File: config.mk
export PLATFORM = sky130hd
export DESIGN_NAME = wb_copy_master_flat
export DESIGN_NICKNAME = d
export VERILOG_FILES = /design/src/rtl/wb_pkg.sv /design/src/rtl/wb_copy_master_if.sv /design/src/rtl/wb_copy_master.sv /design/src/flat_wrapper.sv
export SDC_FILE = /design/constraint.sdc
export NUM_CORES = 1
export LEC_CHECK = 0
export CAP_MARGIN = 20
export CORE_MARGIN = 10
export CORE_UTILIZATION = 35
export DETAILED_ROUTE_END_ITERATION = 16
export PLACE_DENSITY = 0.6
export SYNTH_ARGS = -nofsm -noshare
export SYNTH_HDL_FRONTEND = slang
export SYNTH_SLANG_ARGS = --single-unit
File: constraint.sdc
create_clock -name clk -period 5.3 [get_ports clk]
set_input_delay 1.59 -clock clk [delete_from_list [all_inputs] [get_ports clk]]
set_output_delay 1.59 -clock clk [all_outputs]
set_load 0.05 [all_outputs]
File: src/rtl/wb_pkg.sv
// Shared Wishbone definitions: copy-engine state encoding and the
// byte-address to word-index shift helper.
package wb_pkg;

  typedef enum logic [1:0] {
    ST_IDLE  = 2'd0,
    ST_READ  = 2'd1,
    ST_PAUSE = 2'd2,
    ST_WRITE = 2'd3
  } copy_state_t;

  // Number of low byte-address bits covered by one bus word.
  function automatic int unsigned byte_to_word_shift(input int unsigned sel_width);
    int unsigned shift;
    shift = 0;
    for (int unsigned i = 0; i < 8; i++) begin
      if ((32'd1 << i) < sel_width) shift = i + 1;
    end
    return shift;
  endfunction

endpackage

File: src/rtl/wb_copy_master_if.sv
// Wishbone classic-cycle bus between the copy master and its responder.
interface wb_copy_master_if #(
  parameter int DATA_WIDTH   = 32,
  parameter int ADDR_WIDTH   = 16,
  parameter int SELECT_WIDTH = DATA_WIDTH / 8
);
  logic [ADDR_WIDTH-1:0]   m_adr_o;
  logic [DATA_WIDTH-1:0]   m_dat_i;
  logic [DATA_WIDTH-1:0]   m_dat_o;
  logic                    m_we_o;
  logic [SELECT_WIDTH-1:0] m_sel_o;
  logic                    m_stb_o;
  logic                    m_ack_i;
  logic                    m_err_i;
  logic                    m_cyc_o;

  modport master (
    output m_adr_o, m_dat_o, m_we_o, m_sel_o, m_stb_o, m_cyc_o,
    input  m_dat_i, m_ack_i, m_err_i
  );

  modport slave (
    input  m_adr_o, m_dat_o, m_we_o, m_sel_o, m_stb_o, m_cyc_o,
    output m_dat_i, m_ack_i, m_err_i
  );
endinterface

File: src/rtl/wb_copy_master.sv
// Wishbone block-copy initiator: reads one word from src, writes it to dst,
// repeats for len words; aborts on ERR_I or per-access timeout.
module wb_copy_master
  import wb_pkg::*;
#(
  parameter int DATA_WIDTH   = 32,
  parameter int ADDR_WIDTH   = 16,
  parameter int SELECT_WIDTH = DATA_WIDTH / 8,
  parameter int LEN_WIDTH    = 16,
  parameter int TIMEOUT      = 255
) (
  input  logic                  clk,
  input  logic                  rst,
  input  logic                  start,
  input  logic [ADDR_WIDTH-1:0] src_addr,
  input  logic [ADDR_WIDTH-1:0] dst_addr,
  input  logic [LEN_WIDTH-1:0]  len,
  output logic                  busy,
  output logic                  done,
  output logic                  error,
  wb_copy_master_if.master      m
);

  localparam int unsigned SHIFT = byte_to_word_shift(SELECT_WIDTH);
  localparam logic [ADDR_WIDTH-1:0] STEP = ADDR_WIDTH'(SELECT_WIDTH);
  localparam logic [ADDR_WIDTH-1:0] ADDR_MASK =
    ~((ADDR_WIDTH'(1) << SHIFT) - ADDR_WIDTH'(1));
  localparam int TMO_W = (TIMEOUT > 0) ? $clog2(TIMEOUT + 1) : 1;
  localparam logic [TMO_W-1:0] TMO_LIMIT = TMO_W'(TIMEOUT);

  copy_state_t           state_q, state_d;
  logic                  next_wr_q, next_wr_d;
  logic [ADDR_WIDTH-1:0] src_q, src_d, dst_q, dst_d;
  logic [LEN_WIDTH-1:0]  left_q, left_d;
  logic [DATA_WIDTH-1:0] data_q, data_d;
  logic [TMO_W-1:0]      tmo_q, tmo_d;

  logic                    busy_d, done_d, error_d, cyc_d, we_d;
  logic [ADDR_WIDTH-1:0]   adr_d;
  logic [DATA_WIDTH-1:0]   dat_d;
  logic [SELECT_WIDTH-1:0] sel_d;

  logic accept, in_access, ack_ev, err_ev, tmo_ev;

  // A start coinciding with the done pulse is dropped.
  assign accept    = (state_q == ST_IDLE) & start & ~done;
  assign in_access = (state_q == ST_READ) | (state_q == ST_WRITE);
  assign err_ev    = in_access & m.m_err_i;
  assign ack_ev    = in_access & m.m_ack_i & ~m.m_err_i;
  assign tmo_ev    = in_access & (TIMEOUT != 0) & (tmo_q == TMO_LIMIT)
                   & ~m.m_ack_i & ~m.m_err_i;

  // Next state plus the datapath registers that move with it.
  always_comb begin
    state_d   = state_q;
    next_wr_d = next_wr_q;
    src_d     = src_q;
    dst_d     = dst_q;
    left_d    = left_q;
    data_d    = data_q;
    unique case (state_q)
      ST_IDLE: begin
        if (accept) begin
          src_d  = src_addr & ADDR_MASK;
          dst_d  = dst_addr & ADDR_MASK;
          left_d = len;
          if (len != '0) state_d = ST_READ;
        end
      end
      ST_READ: begin
        if (err_ev) begin
          state_d = ST_IDLE;
        end else if (ack_ev) begin
          data_d    = m.m_dat_i;
          src_d     = src_q + STEP;
          next_wr_d = 1'b1;
          state_d   = ST_PAUSE;
        end else if (tmo_ev) begin
          state_d = ST_IDLE;
        end
      end
      ST_PAUSE: state_d = next_wr_q ? ST_WRITE : ST_READ;
      ST_WRITE: begin
        if (err_ev) begin
          state_d = ST_IDLE;
        end else if (ack_ev) begin
          dst_d     = dst_q + STEP;
          left_d    = left_q - LEN_WIDTH'(1);
          next_wr_d = 1'b0;
          state_d   = (left_q == LEN_WIDTH'(1)) ? ST_IDLE : ST_PAUSE;
        end else if (tmo_ev) begin
          state_d = ST_IDLE;
        end
      end
      default: state_d = ST_IDLE;
    endcase
  end

  // Next values of the registered outputs, derived from the upcoming state.
  always_comb begin
    cyc_d   = (state_d == ST_READ) | (state_d == ST_WRITE);
    we_d    = (state_d == ST_WRITE);
    sel_d   = cyc_d ? '1 : '0;
    adr_d   = '0;
    dat_d   = '0;
    tmo_d   = '0;
    busy_d  = (state_d != ST_IDLE);
    done_d  = (accept & (len == '0)) | (in_access & (state_d == ST_IDLE));
    error_d = error;
    if (state_d == ST_READ)  adr_d = src_d;
    if (state_d == ST_WRITE) begin
      adr_d = dst_d;
      dat_d = data_d;
    end
    // Counter restarts on every access entry and otherwise counts idle waits.
    if (cyc_d && state_d == state_q && TIMEOUT != 0) tmo_d = tmo_q + TMO_W'(1);
    if (accept)                                    error_d = 1'b0;
    if (in_access && (err_ev || tmo_ev))           error_d = 1'b1;
  end

  always_ff @(posedge clk or posedge rst) begin
    if (rst) begin
      state_q   <= ST_IDLE;
      next_wr_q <= 1'b0;
      src_q     <= '0;
      dst_q     <= '0;
      left_q    <= '0;
      data_q    <= '0;
      tmo_q     <= '0;
      busy      <= 1'b0;
      done      <= 1'b0;
      error     <= 1'b0;
      m.m_cyc_o <= 1'b0;
      m.m_stb_o <= 1'b0;
      m.m_we_o  <= 1'b0;
      m.m_sel_o <= '0;
      m.m_adr_o <= '0;
      m.m_dat_o <= '0;
    end else begin
      state_q   <= state_d;
      next_wr_q <= next_wr_d;
      src_q     <= src_d;
      dst_q     <= dst_d;
      left_q    <= left_d;
      data_q    <= data_d;
      tmo_q     <= tmo_d;
      busy      <= busy_d;
      done      <= done_d;
      error     <= error_d;
      m.m_cyc_o <= cyc_d;
      m.m_stb_o <= cyc_d;
      m.m_we_o  <= we_d;
      m.m_sel_o <= sel_d;
      m.m_adr_o <= adr_d;
      m.m_dat_o <= dat_d;
    end
  end

endmodule

File: src/flat_wrapper.sv
// flat-port wrapper written by rule: the top's interface ports become plain ports
module wb_copy_master_flat import wb_pkg::*;
#(
  parameter int DATA_WIDTH   = 32,
  parameter int ADDR_WIDTH   = 16,
  parameter int SELECT_WIDTH = DATA_WIDTH / 8,
  parameter int LEN_WIDTH    = 16,
  parameter int TIMEOUT      = 255
)
  (clk, rst, start, src_addr, dst_addr, len, busy, done, error, m_m_adr_o, m_m_dat_o, m_m_we_o, m_m_sel_o, m_m_stb_o, m_m_cyc_o, m_m_dat_i, m_m_ack_i, m_m_err_i);
  wb_copy_master_if #(.DATA_WIDTH(DATA_WIDTH), .ADDR_WIDTH(ADDR_WIDTH), .SELECT_WIDTH(SELECT_WIDTH)) m_i ();
  input  logic clk;
  input  logic rst;
  input  logic start;
  input  logic [ADDR_WIDTH-1:0] src_addr;
  input  logic [ADDR_WIDTH-1:0] dst_addr;
  input  logic [LEN_WIDTH-1:0] len;
  output logic busy;
  output logic done;
  output logic error;
  output wire logic [$bits(m_i.m_adr_o)-1:0] m_m_adr_o;
  output wire logic [$bits(m_i.m_dat_o)-1:0] m_m_dat_o;
  output wire logic [$bits(m_i.m_we_o)-1:0] m_m_we_o;
  output wire logic [$bits(m_i.m_sel_o)-1:0] m_m_sel_o;
  output wire logic [$bits(m_i.m_stb_o)-1:0] m_m_stb_o;
  output wire logic [$bits(m_i.m_cyc_o)-1:0] m_m_cyc_o;
  input wire logic [$bits(m_i.m_dat_i)-1:0] m_m_dat_i;
  input wire logic [$bits(m_i.m_ack_i)-1:0] m_m_ack_i;
  input wire logic [$bits(m_i.m_err_i)-1:0] m_m_err_i;
  assign m_m_adr_o = m_i.m_adr_o;
  assign m_m_dat_o = m_i.m_dat_o;
  assign m_m_we_o = m_i.m_we_o;
  assign m_m_sel_o = m_i.m_sel_o;
  assign m_m_stb_o = m_i.m_stb_o;
  assign m_m_cyc_o = m_i.m_cyc_o;
  assign m_i.m_dat_i = m_m_dat_i;
  assign m_i.m_ack_i = m_m_ack_i;
  assign m_i.m_err_i = m_m_err_i;
  wb_copy_master #(.DATA_WIDTH(DATA_WIDTH), .ADDR_WIDTH(ADDR_WIDTH), .SELECT_WIDTH(SELECT_WIDTH), .LEN_WIDTH(LEN_WIDTH), .TIMEOUT(TIMEOUT)) u_core (.clk(clk), .rst(rst), .start(start), .src_addr(src_addr), .dst_addr(dst_addr), .len(len), .busy(busy), .done(done), .error(error), .m(m_i));
endmodule
==> impl_metrics.json, run 1 <==
{
  "htreeDepth": 4,
  "pre_cts_ws_ps": 803.9,
  "die_w_um": 158.9,
  "gr-total-overflow": 0,
  "hold_viol": 0,
  "drv_slew": 0,
  "power_density_mw_per_mm2": 662.3,
  "grt_pass1_vias": 5825,
  "grt_util_all_layers": 0.1529,
  "synthAdderAreaFrac": 0.01667,
  "drive_above_1_share": 0.1113,
  "synth_edf_count": 0,
  "worstPathArrival_ps": 4450,
  "synth.distinct_cells": 63,
  "maxCapViolCount": 0,
  "fin_nets": 863,
  "wire_per_inst_um": 18.61,
  "hold_buffers": 0,
  "synthArstFlopShare": 1.000,
  "setup-tns-final_ps": 0,
  "wl_mm": 19.41,
  "cts_resized": 0,
  "cts_sinks": 143,
  "dp_hpwl_mm": 13.70,
  "synth_nets": 730,
  "io_pins": 143,
  "setup_viol": 0,
  "synthXorXnorAreaFrac": 0.02205,
  "power.total_mw": 5.913,
  "ir_drop_uv": 364.5,
  "critical-path-top-delay-family": "simple AND/OR/NAND/NOR gates",
  "worstPathRequired_ps": 5620,
  "rows": 50,
  "cp_num_buf_inv": 1,
  "skew_ps": 12.94,
  "syn_to_final_growth_pct": 32.18,
  "ant_nets": 0,
  "synth_top_family_by_area": "simple AND/OR/NAND/NOR gates",
  "setup_ws_ps": 1165,
  "route.detailed.drc": 0,
  "postCtsSetupBuffers": 0,
  "viasPerCell": 5.239,
  "ys_seq_area_frac": 0.5298,
  "hold_path.class": "flip-flop to flip-flop",
  "cts_tree": "done",
  "critPathMaxFanout": 13,
  "die_h_um": 158.9,
  "numCtsBuffers": 17,
  "worst_setup_path_end_kind": "flip-flop",
  "dieArea_sq_mm": 0.02525,
  "maxSlewHeadroom": 0.4234,
  "ys_ff_latch": 143,
  "synth-simple-area-share": 0.1764,
  "p_leak_nw": 3.785,
  "grt_antenna_before_repair": 2,
  "clkTransAtPathRegs_ps": 60,
  "synthCells": 636,
  "drt-initial-drc-count": 335,
  "clock-root-buffer": "clkbuf_16",
  "worst_pin_slew_ps": 861.6,
  "initial_core_util": 0.3587,
  "core_sq_mm": 0.01883,
  "cp-start-kind": "primary input",
  "vias": 5464,
  "portBuffers": 138,
  "gp_congestion": 0.8882,
  "clock_latency_ps": 430,
  "path_cells": "clkdlybuf4s50_1 > nand2b_1 > nor4_1 > nand3_1 > xnor2_1 > a221o_1 > o211a_1",
  "critPathKind": "primary input to flip-flop",
  "cts_buffer_depth": 2,
  "period_needed_ps": 4135,
  "outcome": "finished clean",
  "period_share": 0.7802,
  "grt_pass1_wl_mm": 31.48,
  "fmax_mhz": 241.8,
  "grt_max_degree": 59,
  "rsz0062_at_grt": "no",
  "synth_mux_area_frac": 0.06984,
  "yosysWarnings": 0,
  "synth-main-ff-cell": "dfrtp_1",
  "syn_area_sq_mm": 0.006754,
  "synth_compound_area_frac": 0.1465,
  "crit_path_top_delay_cell": "nor4_1",
  "cp_slowest_stage_delay_ps": 770,
  "synth_area_per_cell_sq_um": 10.62,
  "drtPass1Iterations": 5
}
==> state kept, by name, summed over array words and instances, names as in the netlist, 8 cells and up <==
name,count
u_core.src_q,16
u_core.m.m_adr_o,16
u_core.left_q,16
u_core.data_q,32
u_core.dst_q,16
u_core.tmo_q,8
u_core.m.m_dat_o,32
==> final timing paths <==
check / start / endpoint / slack (ps) / cells past startpoint
worst min-delay path: u_core.data_q[6] / u_core.data_q[6] / 490 / 1
max in group asynchronous: rst / u_core.dst_q[8] / 2750 / 3
worst max-delay path: m_m_err_i / u_core.m.m_adr_o[13] / 1160 / 7
worst min register to register: u_core.data_q[6] / u_core.data_q[6] / 490 / 1
worst max register to register: u_core.m.m_sel_o[2] / u_core.m.m_dat_o[19] / 2110 / 8
min in group asynchronous: rst / u_core.m.m_dat_o[10] / 1660 / 2
==> cells in the mapped netlist, types with 3 or more instances <==
cell type  count  share of area
nor4_1         7         0.0065
a21boi_0       5         0.0056
dfrtp_1      143           0.53
a221o_1        4         0.0059
o21ai_0       29          0.021
buf_4          5         0.0056
buf_1          5         0.0028
inv_1         16         0.0089
xnor2_1        8          0.010
buf_6          5         0.0083
mux2_2        33          0.055
nand2b_1       9         0.0083
clkbuf_1      18          0.010
o22ai_1       13          0.012
and4_1         4         0.0052
ha_1           9          0.017
nor3_1        19          0.014
nor2b_1       34          0.031
a21o_1         7         0.0078
or3_1          4         0.0037
mux2i_1       10          0.015
o311ai_0       3         0.0039
nor2_1        54          0.030
nand4_1        8         0.0074
a211o_1        5         0.0065
a21oi_1       31          0.023
o211a_1        5         0.0074
buf_2          3         0.0022
a31oi_1        6         0.0056
a22oi_1       14          0.016
nor3b_1        3         0.0033
and3_1        11          0.010
nand3_1       23          0.017
a211oi_1       4         0.0044
nand2_1       31          0.017
and2_1         4         0.0037
xor2_1         9          0.012
==> cell usage in the layout (no fill, tap or decap), types with 5 or more instances in the layout <==
cell type / instances
nor3_1: 19
buf_4: 11
o211a_1: 5
o21ai_0: 29
mux2_2: 33
a211o_1: 5
a21o_1: 7
dfrtp_1: 143
nand2b_1: 9
nor2_1: 54
and3_1: 11
nor2b_1: 34
a21oi_1: 31
a31oi_1: 6
nand4_1: 8
mux2i_1: 10
o22ai_1: 13
nand2_1: 31
clkdlybuf4s50_1: 138
nor4_1: 7
ha_1: 9
nand3_1: 23
xnor2_1: 8
inv_1: 15
a22oi_1: 14
xor2_1: 9
clkbuf_16: 17
==> power breakdown <==
part / switching (mW) / internal (mW)
clock: 0.515 / 0.615
combinational: 1.90 / 1.07
sequential: 0.279 / 1.54
==> through the flow <==
step / hold slack [ps] / std cells / utilization / area [sq um]
floorplan: 455.1 / 636 / - / 6758
global placement: 466.5 / 1010 / 0.4446 / 8372
detailed placement: 477.4 / 1010 / 0.4446 / 8372
CTS: 492.2 / 1042 / 0.4740 / 8925
global route: 507.9 / 1042 / 0.4740 / 8925
finish: 490.6 / 1043 / 0.4741 / 8927
==> cell families after synthesis <==
kind of cell	Yosys count
XOR/XNOR	17
flip-flops	143
multiplexers	43
buffers and inverters	53
adder cells (fa/ha/maj)	9
AO/OA/AOI/OAI	146
AND/OR/NAND/NOR	225
==> metal layers <==
metal  GRT usage  share of wire  vias to the layer above
li1            -              -                     2554
met1      0.1885           0.44                     2697
met2      0.2359           0.46                      180
met3     0.06532          0.089                       31
met4     0.05055          0.017                        2
met5           0        0.00062                        -
==> layout make-up <==
class,instances,area (sq um)
inverters,17,70.07
multi-input cells,440,2914
well taps,260,325.3
diodes,1,2.502
fillers,1759,9903
clock buffers,18,429.2
repair buffers,150,1484
clock inverters,14,123.9
flip-flops and latches,143,3578
Note: power is estimated with default switching activity, not from simulation.
==> inputs of run 2 (changes only) <==
==> constraint.sdc (replaced) <==
create_clock -name clk -period 3.8 [get_ports clk]
set_input_delay 1.14 -clock clk [delete_from_list [all_inputs] [get_ports clk]]
set_output_delay 1.14 -clock clk [all_outputs]
set_load 0.05 [all_outputs]
==> impl_metrics.json, run 2 (synthesized netlist as in run 1, its figures left out) <==
{
  "outcome": "finished clean",
  "io_pins": 143,
  "postCtsSetupBuffers": 0,
  "viasPerCell": 5.316,
  "period_share": 0.8615,
  "ant_nets": 0,
  "portBuffers": 138,
  "p_leak_nw": 3.872,
  "dieArea_sq_mm": 0.02525,
  "drive_above_1_share": 0.1237,
  "setup_viol": 0,
  "worstPathArrival_ps": 3580,
  "clkTransAtPathRegs_ps": 60,
  "syn_to_final_growth_pct": 34.57,
  "drt-initial-drc-count": 346,
  "setup-tns-final_ps": 0,
  "grt_max_degree": 51,
  "min_to": "u_core.data_q[17]",
  "dp_cells": 1021,
  "wl_mm": 19.55,
  "htreeDepth": 4,
  "core_sq_mm": 0.01883,
  "hold_buffers": 0,
  "gr-total-overflow": 0,
  "worst_pin_slew_ps": 908.8,
  "grt_pass1_vias": 5825,
  "grt_pass1_wl_mm": 31.53,
  "clock-root-buffer": "clkbuf_16",
  "final_common_cell": "dfrtp_1",
  "worst_setup_path_end_kind": "flip-flop",
  "holdPathStages": 1,
  "grt_antenna_before_repair": 3,
  "skew_ps": 7.220,
  "critPathKind": "primary input to flip-flop",
  "critPathMaxFanout": 33,
  "fmax_mhz": 305.5,
  "fin_nets": 874,
  "hold_viol": 0,
  "cts_resized": 0,
  "grt_util_all_layers": 0.1526,
  "regToRegEndpoint": "u_core.m.m_dat_o[13]",
  "post_dp_cell_area_sq_mm": 0.008492,
  "period_needed_ps": 3274,
  "cts_tree": "done",
  "power_density_mw_per_mm2": 931.0,
  "final_cell_mix": "143 x dfrtp_1, 138 x clkdlybuf4s50_1, 54 x nor2_1, 34 x nor2b_1, 33 x mux2_2",
  "drv_slew": 0,
  "die_h_um": 158.9,
  "regArea_sq_mm": 0.003578,
  "die_w_um": 158.9,
  "fin_area_sq_mm": 0.009089,
  "fillers": 1717,
  "maxSlewHeadroom": 0.3919,
  "numCtsBuffers": 17,
  "top_regs": "u_core.data_q x32, u_core.m.m_dat_o x32",
  "r2r_cells": 9,
  "wire_per_inst_um": 18.53,
  "cts_sinks": 143,
  "clock_latency_ps": 420,
  "initial_core_util": 0.3587,
  "stdcell_count": 1055,
  "min_from": "u_core.data_q[17]",
  "r2r_start": "u_core.m.m_sel_o[2]",
  "worstPathRequired_ps": 4110,
  "gp_congestion": 0.9123,
  "cp-start-kind": "primary input",
  "dp_hpwl_mm": 13.88,
  "maxCapViolCount": 0,
  "vias": 5608,
  "cts_buffer_depth": 2,
  "drtPass1Iterations": 6,
  "route.detailed.drc": 0,
  "multi_input_area_sq_mm": 0.002914,
  "rsz0062_at_grt": "no",
  "rows": 50,
  "reg2reg_slack_ps": 900,
  "ir_drop_uv": 441.8,
  "hold_path.class": "flip-flop to flip-flop",
  "hold_ws_ps": 488.7
}
-- run 2: cell types whose count changed in the layout (fill, tap and decap cells not counted) --
cell / previous run / this run
buf_12: 1 / 4
buf_4: 11 / 19
bufinv_16: 0 / 2
clkbuf_1: 1 / 0
clkbuf_8: 0 / 1
clkinv_4: 4 / 1
diode_2: 1 / 3
inv_6: 4 / 7
inv_8: 3 / 0
-- run 2: final cells by class --
| cell class | instances | share of cell area |
|---|---|---|
| antenna | 3 | 0.0008260 |
| clock buffer | 18 | 0.04832 |
| clock inverter | 13 | 0.01652 |
| inverter | 17 | 0.007709 |
| multi-input combinational | 440 | 0.3206 |
| sequential | 143 | 0.3937 |
| tap | 260 | 0.03579 |
| timing repair buffer | 161 | 0.1765 |
-- run 2: power breakdown --
| part | internal, mW | switching (mW) |
|---|---|---|
| registers | 2.15 | 0.389 |
| logic | 1.57 | 2.67 |
| clock network | 0.995 | 0.688 |
| total | 4.72 | 3.74 |
-- run 2: how the worst max path moves through the flow --
stage	cells past startpoint	to	slack, ps	start
floorplan	1	u_core.busy	870	rst
global placement	8	u_core.m.m_dat_o[28]	240	len[9]
detailed placement	8	u_core.m.m_dat_o[13]	80	len[9]
CTS	8	u_core.m.m_dat_o[13]	510	len[1]
global route	8	u_core.m.m_dat_o[13]	400	len[9]
finish	8	u_core.m.m_dat_o[13]	530	len[0]
-- run 2: metal layers --
metal,global-route usage,wire (um),vias up,part of all wire
li1,-,-,2595,-
met1,0.1797,8211,2758,0.42
met2,0.2428,9081,233,0.46
met3,0.07591,2026,20,0.10
met4,0.03875,225,2,0.012
met5,0,7,-,0.00036
-- run 2: stage by stage --
| stage | setup slack, ps | util | power [mW] |
|---|---|---|---|
| floorplan | 868.9 | - | 5.439 |
| global placement | 241.3 | 0.4510 | 6.690 |
| global route | 404.5 | 0.4823 | 8.998 |
| detailed placement | 75.67 | 0.4510 | 6.791 |
| finish | 526.3 | 0.4827 | 8.461 |
| CTS | 505.1 | 0.4823 | 8.513 |
-- run 2: critical path: stages --
cell             delay [ps]
clkdlybuf4s50_1         450
nor4_1                  480
and4_1                  310
o22ai_1                  80
a21boi_0                560
nand2b_2                270
buf_12                  200
nor2b_1                  70
==> inputs of run 3 (changes only) <==
--- a/config.mk
+++ b/config.mk
@@ -9,7 +9,7 @@
 export CORE_MARGIN = 10
 export CORE_UTILIZATION = 35
 export DETAILED_ROUTE_END_ITERATION = 16
-export PLACE_DENSITY = 0.6
+export PLACE_DENSITY = 0.57
 export SYNTH_ARGS = -nofsm -noshare
 export SYNTH_HDL_FRONTEND = slang
 export SYNTH_SLANG_ARGS = --single-unit
==> constraint.sdc (replaced) <==
create_clock -name clk -period 4.1 [get_ports clk]
set_input_delay 1.23 -clock clk [delete_from_list [all_inputs] [get_ports clk]]
set_output_delay 1.23 -clock clk [all_outputs]
set_load 0.05 [all_outputs]
==> impl_metrics.json, run 3 (synthesized netlist as in run 1, its figures left out) <==
{
  "outcome": "finished clean",
  "gp_congestion": 0.8846,
  "maxCapViolCount": 0,
  "setup_viol": 0,
  "htreeDepth": 4,
  "final_cell_mix": "143 x dfrtp_1, 138 x clkdlybuf4s50_1, 54 x nor2_1, 34 x nor2b_1, 33 x mux2_2",
  "power.total_mw": 7.813,
  "route.detailed.drc": 0,
  "io_pins": 143,
  "grt_util_all_layers": 0.1511,
  "cts_buffer_depth": 2,
  "worstPathArrival_ps": 3540,
  "crit_path_top_delay_cell": "o311ai_0",
  "post_dp_cell_area_sq_mm": 0.008487,
  "cts_sinks": 143,
  "hold_path.class": "flip-flop to flip-flop",
  "rows": 50,
  "period_needed_ps": 3220,
  "wire_per_inst_um": 18.38,
  "fin_nets": 875,
  "numCtsBuffers": 17,
  "cts_tree": "done",
  "initial_core_util": 0.3587,
  "clock_latency_ps": 420,
  "grt_max_degree": 65,
  "cp_slowest_stage_delay_ps": 560,
  "period_share": 0.7854,
  "drive_above_1_share": 0.1259,
  "skew_ps": 13.69,
  "syn_to_final_growth_pct": 34.53,
  "worst_setup_path_end_kind": "flip-flop",
  "gr-total-overflow": 0,
  "final_util": 0.4825,
  "maxSlewHeadroom": 0.4001,
  "clkTransAtPathRegs_ps": 60,
  "drt-initial-drc-count": 404,
  "top_regs": "u_core.data_q x32, u_core.m.m_dat_o x32",
  "drv_slew": 0,
  "worst_pin_slew_ps": 896.6,
  "cp-start-kind": "primary input",
  "die_w_um": 158.9,
  "cts_resized": 0,
  "viasPerCell": 5.195,
  "critPathMaxFanout": 11,
  "wl_mm": 19.39,
  "dieArea_sq_mm": 0.02525,
  "fmax_mhz": 310.5,
  "core_sq_mm": 0.01883,
  "grt_antenna_before_repair": 2,
  "critPathKind": "primary input to flip-flop",
  "grt_pass1_wl_mm": 31.27,
  "hold_ws_ps": 489.0,
  "hold_viol": 0,
  "fin_area_sq_mm": 0.009086,
  "final_common_cell": "dfrtp_1",
  "hold_buffers": 0,
  "ir_drop_uv": 433.2,
  "setup-tns-final_ps": 0,
  "vias": 5481,
  "p_leak_nw": 3.876,
  "crit_top_cell": "nor3_1",
  "postCtsSetupBuffers": 0,
  "clock-root-buffer": "clkbuf_16",
  "power_density_mw_per_mm2": 859.9,
  "portBuffers": 138,
  "worstPathRequired_ps": 4420,
  "grt_pass1_vias": 5734,
  "drtPass1Iterations": 6,
  "rsz0062_at_grt": "no",
  "dp_hpwl_mm": 13.79,
  "ant_nets": 0,
  "die_h_um": 158.9,
  "path_cells": "clkdlybuf4s50_1 > nand2b_1 > nor3_1 > nand3_1 > o311ai_0 > nor2_1 > nor3_1"
}
## run 3: changes by cell type in the layout (fill, tap and decap cells not counted), sizes merged
cell and change:
inv -3, diode -2, buf +1, clkinv +4
## run 3: power breakdown
part	leakage, nW	switching [mW]	total [mW]	internal [mW]
combinational	1.77	2.44	3.89	1.45
clock	0.289	0.644	1.57	0.924
sequential	1.82	0.362	2.36	1.99
## run 3: critical path, delay by kind of cell
| family | cells | cell delay, ps |
|---|---|---|
| AO/OA/AOI/OAI | 1 | 560 |
| buffers and inverters | 1 | 440 |
| AND/OR/NAND/NOR | 5 | 1310 |
## run 3: worst paths after layout
| check | slack [ps] | startpoint | to | cells after the start |
|---|---|---|---|---|
| setup reg to reg | 1320 | u_core.state_q[1] | u_core.m.m_adr_o[15] | 8 |
| hold / removal | 490 | u_core.data_q[25] | u_core.data_q[25] | 1 |
| max in group asynchronous | 2370 | rst | u_core.busy | 3 |
| hold reg to reg | 490 | u_core.data_q[25] | u_core.data_q[25] | 1 |
| min in group asynchronous | 1060 | rst | u_core.m.m_dat_o[10] | 2 |
| setup / recovery | 880 | m_m_err_i | u_core.m.m_adr_o[8] | 7 |
## run 3: layer usage
layer	wire length, um	global-route usage	vias up	share of wire
met5	10	0	-	0.00052
met4	240	0.04591	2	0.012
met3	1761	0.06481	23	0.091
met2	8992	0.2350	190	0.46
met1	8383	0.1861	2683	0.43
li1	-	-	2583	-
## run 3: cell type report
type                    instances  area, sq um
fillers                      1719         9744
flip-flops and latches        143         3578
multi-input cells             440         2914
repair buffers                162         1599
clock buffers                  18        439.2
well taps                     260        325.3
clock inverters                14        157.7
inverters                      17        70.07
diodes                          1        2.502
## run 3: stage by stage
stage | instances | worst slack [ps]
6_report | 1055 | 879.7
5_1_grt | 1054 | 636.5
4_1_cts | 1054 | 905.2
3_5_place_dp | 1022 | 497.6
3_3_place_gp | 1022 | 539.7
2_1_floorplan | 636 | 1079
